### src/rtl/inert_intf.sv
// inert_intf: sequences the IMU over an SPI master, then compensates and fuses
// pitch rate with accelerometer pitch into ptch/ptch_rt with a vld strobe.
module inert_intf #(
  parameter bit fast_sim = 1'b1,
  parameter logic [15:0] PTCH_RT_OFFSET = 16'h0050,
  parameter logic [15:0] AZ_OFFSET = 16'h00A0
) (
  input  logic               clk,
  input  logic               rst_n,
  input  logic               INT,
  input  logic               done,
  input  logic [15:0]        rd_data,
  output logic               wrt,
  output logic [15:0]        cmd,
  output logic signed [15:0] ptch,
  output logic signed [15:0] ptch_rt,
  output logic               vld
);
  typedef enum logic [3:0] {
    INIT_WAIT, CFG0, CFG1, CFG2, CFG3, IDLE, RD_PL, RD_PH, RD_AL, RD_AH
  } state_t;
  localparam logic [15:0] TC = fast_sim ? 16'd511 : 16'd65535;
  state_t state, nxt;
  logic [2:0] int_sync;
  logic [15:0] timer;
  logic [7:0] pl, ph, al;
  logic int_rise, upd, unused_bits;
  logic signed [15:0] rate_comp, az_comp, ptch_acc;
  logic signed [24:0] az_ext, prod;
  logic signed [26:0] ptch_int, rate_ext, fusion;
  assign int_rise = int_sync[1] & ~int_sync[2];
  assign upd = (state == RD_AH) && done;
  // AH is taken straight off the bus so the sample updates on the final done
  assign rate_comp = {ph, pl} - PTCH_RT_OFFSET;
  assign az_comp = {rd_data[7:0], al} - AZ_OFFSET;
  assign az_ext = {{9{az_comp[15]}}, az_comp};
  assign prod = az_ext * 25'sd327;
  assign ptch_acc = {{4{prod[24]}}, prod[24:13]};
  assign rate_ext = {{11{rate_comp[15]}}, rate_comp};
  assign fusion = (ptch_acc > ptch) ? 27'sd1024 : -27'sd1024;
  assign ptch = ptch_int[26:11];
  assign unused_bits = ^{rd_data[15:8], prod[12:0]};
  always_comb begin
    nxt = state;
    cmd = 16'h0000;
    case (state)
      INIT_WAIT: nxt = (timer == TC) ? CFG0 : INIT_WAIT;
      CFG0: begin
        cmd = 16'h0D02;
        nxt = done ? CFG1 : CFG0;
      end
      CFG1: begin
        cmd = 16'h1053;
        nxt = done ? CFG2 : CFG1;
      end
      CFG2: begin
        cmd = 16'h1150;
        nxt = done ? CFG3 : CFG2;
      end
      CFG3: begin
        cmd = 16'h1460;
        nxt = done ? IDLE : CFG3;
      end
      IDLE: nxt = int_rise ? RD_PL : IDLE;
      RD_PL: begin
        cmd = 16'hA200;
        nxt = done ? RD_PH : RD_PL;
      end
      RD_PH: begin
        cmd = 16'hA300;
        nxt = done ? RD_AL : RD_PH;
      end
      RD_AL: begin
        cmd = 16'hAC00;
        nxt = done ? RD_AH : RD_AL;
      end
      RD_AH: begin
        cmd = 16'hAD00;
        nxt = done ? IDLE : RD_AH;
      end
      default: nxt = INIT_WAIT;
    endcase
  end
  always_ff @(posedge clk or negedge rst_n) begin
    if (!rst_n) begin
      state <= INIT_WAIT;
      int_sync <= 3'b000;
      timer <= 16'h0000;
      pl <= 8'h00;
      ph <= 8'h00;
      al <= 8'h00;
      wrt <= 1'b0;
      vld <= 1'b0;
      ptch_rt <= 16'sh0000;
      ptch_int <= 27'sh0000000;
    end else begin
      state <= nxt;
      int_sync <= {int_sync[1:0], INT};
      timer <= (state == INIT_WAIT) ? timer + 16'd1 : timer;
      // a command state is entered only from a different state, so this marks its first cycle
      wrt <= (nxt != state) && (nxt != IDLE) && (nxt != INIT_WAIT);
      vld <= upd;
      if (done && state == RD_PL) pl <= rd_data[7:0];
      if (done && state == RD_PH) ph <= rd_data[7:0];
      if (done && state == RD_AL) al <= rd_data[7:0];
      if (upd) begin
        ptch_rt <= rate_comp;
        ptch_int <= ptch_int - rate_ext + fusion;
      end
    end
  end
endmodule

### config.mk
export PLATFORM = sky130hd
export DESIGN_NAME = inert_intf
export DESIGN_NICKNAME = d
export VERILOG_FILES = /design/src/rtl/inert_intf.sv
export SDC_FILE = /design/constraint.sdc
export NUM_CORES = 1
export LEC_CHECK = 0
export CORE_MARGIN = 2
export CORE_UTILIZATION = 65
export CTS_BUF_LIST = sky130_fd_sc_hd__clkbuf_16
export DETAILED_ROUTE_END_ITERATION = 12
export HOLD_SLACK_MARGIN = 0.12
export PLACE_DENSITY = 0.88
export SETUP_SLACK_MARGIN = 0.5
export SLEW_MARGIN = 25
export SYNTH_ARGS = -nofsm -noshare
export SYNTH_HDL_FRONTEND = slang
export SYNTH_SLANG_ARGS = --single-unit
### constraint.sdc
create_clock -name clk -period 18.2 [get_ports clk]
set_input_delay 5.46 -clock clk [delete_from_list [all_inputs] [get_ports clk]]
set_output_delay 5.46 -clock clk [all_outputs]
set_load 0.03 [all_outputs]
==> flow_results.org, run 1 <==
** Worst setup path
- Along the worst path, the maximum fanout reaches 15.
- The startpoint identified for the worst register-to-register timing path is al[5].
- Max incr delay on CP :: 0.68 ns
- Critical path endpoint category :: register
- STA classifies the critical path startpoint as an input pin.
- Worst endpoint data arrival time :: 16.10 ns
- Data on the critical path is required at its endpoint by 18.41 ns.
- The slowest stage of the critical path is the xnor2_1 cell.
- By startpoint and endpoint, the worst setup path is classified as in2reg.
- CP Launch Point :: rd_data[1]
- Worst-case reg-to-reg path depth :: 39

** Timing
- The max-slew violation count came to 0.
- Min Clock Period, post-route :: 15.89 ns
- Worst slew margin relative to its limit :: 44.1%
- After routing, the total negative slack on setup checks comes to 0 ns.
- Maximum clock skew at final layout :: 0.00882 ns
- For the pin with the worst max-slew slack, the measured transition is 0.833 ns.
- The final number of hold-violating endpoints is 0.
- Derived from the worst setup path, the maximum achievable clock frequency is 62.9 MHz.
- Dividing the final minimum period by the clock period gives 87.3%.
- Total of endpoints with negative setup slack in the final report :: 0
- Unrepaired setup endpoints after global routing :: no

** Placed design
- Routability cong. :: 0.925
- During placement, the flow inserted port buffers numbering 57.
- Number of cells after detailed placement :: 1158
- Detailed placement finished with a half-perimeter wire length of 14.0 mm.

** Synthesis
- Number of flops mapped to enable cells by yosys :: 0
- Share of the yosys chip area belonging to registers :: 25.7%
- Gate count of the mapped netlist :: 953
- Post-synthesis cell area :: 8960 µm²
- Post-synth top area share :: 25.7%
- Library cells used by synthesis :: 77
- Most used standard cells in the synthesized netlist :: inv_1 (143), ha_1 (125), dfrtp_1 (92)
- Yosys warning count :: 0
- Of all cell types, the one taking the most synthesized area is dfrtp_1.
- In the post-synthesis netlist, the cell with the most instances is inv_1.
- Count of state elements after synthesis :: 92
- Top post-synthesis cells by area :: dfrtp_1 (26%), ha_1 (17%), fa_1 (13%)
- Ys flop type :: dfrtp_1
- The average instance in the mapped netlist occupies 9.40 µm².
- Async set-or-reset flop fraction in the synthesized netlist :: 100%

** Final layout
- The number of antenna diodes in the final layout is 0.
- Register area :: 2300 µm²
- Final cell utilization of the core :: 74.0%
- Counting the fill cells in the layout gives 934.
- Summing all multi-input logic gate instances after layout gives 5890 µm².
- Relative to the synthesized area, the layout overhead comes to 10.2%.
- The finished layout holds 1174 standard cells, fillers aside.
- Cells with a size suffix above 1 make up 6.81% of the layout.
- At the end of the flow, the number of nets in the layout was 1195.

** Global routing
- The first global-routing pass estimated 32.2 mm of wire.
- The number of antenna violations at the first check in global routing came to 0.
- Entering global routing, the biggest net connects 80 pins.
- Global routing used 27.4% of the available tracks.
- Vias in the first global route :: 6855
- For this run the aggregate overflow at the end of global routing stands at 0.

** Detailed routing
- Post-route ant nets :: 0
- Number of vias after detailed routing :: 6785
- Via density per instance :: 5.78
- WL per Instance :: 15.8 µm
- Drt initial violations :: 421
- Overall routed net length :: 18.5 mm
- The first detailed-routing pass took 7 iterations.
- DRC violations left :: 0

** Job
- Max-cap violations in this run came to 0.

** Clocking
- The root buffer cell chosen for the clock tree is clkbuf_16.
- Count of buffers added by post-CTS timing repair for setup :: 0
- Counting along the longest clock path gives a buffer depth of 2.
- Total number of clock tree sinks :: 92
- TritonCTS buffer count :: 9
- Clk Latency, worst-skew pair :: 0.35 ns
- H-Tree Level Count :: 3
- Hold buffer count at CTS :: 0
- Gates resized during post-CTS repair numbered 0.
- Clock tree from TritonCTS :: yes
- Clock-pin slew was measured on the worst setup and hold paths at 0.07 ns.

** Worst hold path
- The worst hold path belongs to the class reg2reg.
- Hold wc startpoint :: int_sync[0]
- Along the worst hold path, the cell count comes to 0.

** Die
- Row cnt :: 42
- Height of the chip :: 121 µm
- IO Pins :: 70
- Core area :: 13300 µm²
- Once the floorplan was initialized, standard cells occupied 67.1% of the core.
- Die outline width :: 121 µm
- Die Area :: 14700 µm²

** Outcome
- The run finished with clean final reports.
## cell type report
class	instances	share of cell area, %
clock buffer	9	2.28
multi-input combinational	681	59.7
clock inverter	7	0.697
inverter	145	5.51
tap	176	2.23
timing repair buffer	64	6.32
sequential	92	23.3
## layout by cell type, fill, tap and decap left out, types with 27 or more instances in the layout
cell type,netlist,final
inv_1,143,143
ha_1,125,125
dfrtp_1,92,92
nand2_1,80,80
o21ai_0,60,60
fa_1,57,57
clkdlybuf4s50_1,0,56
xnor2_1,47,47
nor2_1,43,43
a21oi_1,32,32
xor2_1,28,27
## flip-flops by register name, indices dropped and copies added, names as in the netlist
register  flops
ptch_int     27
ptch_rt      16
timer        16
al            8
ph            8
pl            8
state         4
int_sync      3
vld           1
wrt           1
## worst paths after layout
kind | to | slack [ns]
worst max-delay path | ptch_int[22] | 2.31
worst min-delay path | int_sync[1] | 0.36
worst max register to register | ptch_int[22] | 7.23
worst min register to register | int_sync[1] | 0.36
max in group asynchronous | al[1] | 12.31
min in group asynchronous | ptch_int[19] | 4.97
## layer usage
layer | share of wire [%] | global-route usage (%) | wire length [µm]
met1 | 44 | 36.0 | 8140
met2 | 50 | 47.1 | 9200
met3 | 4.2 | 4.61 | 781
met4 | 2.0 | 7.69 | 369
met5 | 0 | 0 | 0
## critical path: cells and delay by family
family | cells | cell delay, ns
AO/OA/AOI/OAI | 16 | 3.86
adder cells (fa/ha/maj) | 8 | 3.39
buffers and inverters | 5 | 1.23
XOR/XNOR | 3 | 1.12
AND/OR/NAND/NOR | 7 | 1.02
## kinds of logic after synthesis
| kind of cell | share of synthesized area (%) |
|---|---|
| buf+inv | 8.77 |
| simple gates | 12.1 |
| fa+ha+maj | 30.2 |
| compound gates | 12.5 |
| other cells | 0.0418 |
| mux | 2.86 |
| flops | 25.7 |
| xor+xnor | 7.87 |
## metrics by stage
step,instance area [µm²],setup slack (ns),hold slack [ns]
final,9880,2.31,0.358
after global routing,9880,1.54,0.380
after CTS,9870,2.40,0.359
after detailed placement,9580,2.19,0.343
after global placement,9580,2.47,0.333
after floorplan,8970,2.58,0.331
Power of run 1 is left out: the tool's default activity adds up to more than one toggle a clock period on the data nets, which glitch-free logic cannot reach.
==> run 2, diff against run 1 <==
--- a/config.mk
+++ b/config.mk
@@ -12,7 +12,7 @@
 export HOLD_SLACK_MARGIN = 0.12
 export PLACE_DENSITY = 0.88
 export SETUP_SLACK_MARGIN = 0.5
-export SLEW_MARGIN = 25
+export SLEW_MARGIN = 20
 export SYNTH_ARGS = -nofsm -noshare
 export SYNTH_HDL_FRONTEND = slang
 export SYNTH_SLANG_ARGS = --single-unit
==> run 2 against run 1 <==
Against the previous run:
- non-clock buffer count unchanged
- clock skew about the same
- via count about the same
- sequential share of layout area about the same
- core utilization about the same
- worst setup slack better by 0.0012 ns
- critical path type unchanged
- critical endpoint unchanged
- largest cell class unchanged
==> flow_results.org, run 2 (synthesized netlist as in run 1, its figures left out) <==
** Clocking
- TritonCTS buffer count :: 9
- The H-tree was split into 3 levels.
- Clock-pin slew was measured on the worst setup and hold paths at 0.07 ns.
- CTS saw 92 sinks.
- The clock passes through at most 2 buffers.
- TritonCTS built the clock tree.
- The clock reaches the later pin of the worst-skew pair after 0.35 ns.
- Count of buffers added by post-CTS timing repair for setup :: 0
- Post-cts resize count :: 0
- CTS placed an instance of clkbuf_16 at the clock tree root.
- The number of hold buffers added after CTS was 0.

** Worst setup path
- Max FO, Critical Path :: 15
- Critical setup path kind :: in2reg
- At the worst endpoint, the required time is 18.41 ns.
- On the critical path, the stage with the largest delay is an instance of xnor2_1.
- Max incr delay on CP :: 0.68 ns
- Worst-case reg-to-reg path depth :: 39
- STA classifies the critical path endpoint as a register.
- Worst endpoint data arrival time :: 16.10 ns
- The worst setup path is launched from an input pin.
- In this run the register-to-register setup slack is 7.24 ns.
- The worst register-to-register path ends at ptch_int[22].
- Launch instance of the worst register-to-register path :: al[5]

** Global routing
- The number of antenna violations at the first check in global routing is 0.
- Global routing consumed, over all layers together, 27.4% of the routing resources.
- The total overflow left after global routing is 0.
- Entering global routing, the biggest net connects 80 pins.
- The first global-routing pass estimated 32.2 mm of wire.
- Vias in the first global route :: 6855

** Die
- In this run the horizontal extent of the chip is 121 µm.
- In this run the vertical extent of the chip is 121 µm.
- Starting utilization of the core area :: 67.1%
- Row cnt :: 42
- The region available for standard cell placement spans 13300 µm².
- The die covers 14700 µm².
- For this design the top-level I/O count stands at 70.

** Timing
- Unrepaired setup endpoints after global routing :: no
- Min Clock Period, post-route :: 15.89 ns
- Maximum clock skew at final layout :: 0.00882 ns
- Number of hold violations in the final report :: 0
- Maximum frequency from static timing analysis :: 62.9 MHz
- Of the available clock period, the critical path in the final layout requires 87.3%.
- Accumulated negative setup slack :: 0 ns
- Slew Limit Fails :: 0
- Total of endpoints with negative setup slack in the final report :: 0
- Pin slew with the least headroom to its limit :: 0.925 ns
- Worst slew margin relative to its limit :: 38.3%
- Min Hold Slack :: 0.358 ns

** Detailed routing
- DRC violations left :: 0
- After detailed routing, the number of vias per cell comes to 5.78.
- The first detailed-routing pass ran for 7 iterations.
- For this block, the via count after detailed routing is 6784.
- Wires add up to 18.5 mm.
- WL per Instance :: 15.7 µm
- The count of nets left with antenna violations once routing finished came out at 0.
- The first routing iteration left 412 violations.

** Final layout
- Relative to the synthesized area, the layout overhead comes to 10.2%.
- Largest register by flop count :: ptch_int
- Most common cell after layout, fill and taps aside :: inv_1
- Commonest cells after routing, fill and taps aside :: inv_1 (143), ha_1 (125), dfrtp_1 (92), nand2_1 (80), o21ai_0 (60)
- The largest registers in the layout are ptch_int x27, ptch_rt x16, timer x16.
- The register with the most flip-flops in the layout has 27 of them.
- Of the cells placed in the final design, the portion with a size suffix greater than 1 is 6.81%.
- Count of antenna diodes in the layout :: 0
- For this run, the post-layout net count is 1195.

** Placed design
- Routability-driven placement finished with a final weighted congestion of 0.925.
- HPWL after DPL :: 14.0 mm
- Port buffering added 57 buffers.

** Worst hold path
- The path class of the tightest hold or removal check is reg2reg.
- The worst hold path terminates at int_sync[1].
- The worst hold path was traced through 0 stages.
- Hold wc startpoint :: int_sync[0]

** Outcome
- Status :: complete, no violations

** Job
- Across the run, the number of max-cap violations was 0.
## run 2: cell counts in the layout (fill, tap and decap cells not counted)
No cell type changed its count.
## run 2: worst max-delay path: cells and delay by family
family / cells / cell delay [ns]
xor+xnor: 3 / 1.12
simple gates: 7 / 1.02
fa+ha+maj: 8 / 3.39
buf+inv: 5 / 1.23
compound gates: 16 / 3.87
## run 2: cell type report
type | count | area [µm²]
clock buffer | 9 | 225
clock inverter | 7 | 68.8
fill | 936 | 3470
inverter | 145 | 544
multi-input combinational | 681 | 5890
sequential | 92 | 2300
tap | 176 | 220
timing repair buffer | 64 | 621
## run 2: how the worst max path moves through the flow
stage               slack, ns            to  cells after the start        from
global route             1.54  ptch_int[26]                     39  rd_data[1]
floorplan                2.58  ptch_int[22]                     34  rd_data[2]
global placement         2.47  ptch_int[22]                     37  rd_data[2]
CTS                      2.40  ptch_int[22]                     39  rd_data[1]
finish                   2.31  ptch_int[22]                     39  rd_data[1]
detailed placement       2.19  ptch_int[22]                     39  rd_data[1]
## run 2: per-stage QoR
step / setup slack [ns] / cells / instance area, µm² / utilization [%]
2_1_floorplan: 2.58 / 956 / 8970 / -
3_3_place_gp: 2.47 / 1158 / 9580 / 71.8
3_5_place_dp: 2.19 / 1158 / 9580 / 71.8
4_1_cts: 2.40 / 1174 / 9870 / 74.0
5_1_grt: 1.54 / 1174 / 9870 / 74.0
6_report: 2.31 / 1174 / 9870 / 74.0
## run 2: layer usage
metal / track usage (%) / wire [µm] / share of wire (%)
met2: 47.1 / 9190 / 50
met3: 4.61 / 752 / 4.1
met4: 7.69 / 387 / 2.1
met5: 0 / 0 / 0
met1: 36.0 / 8140 / 44
Power of run 2 is left out for the same reason.
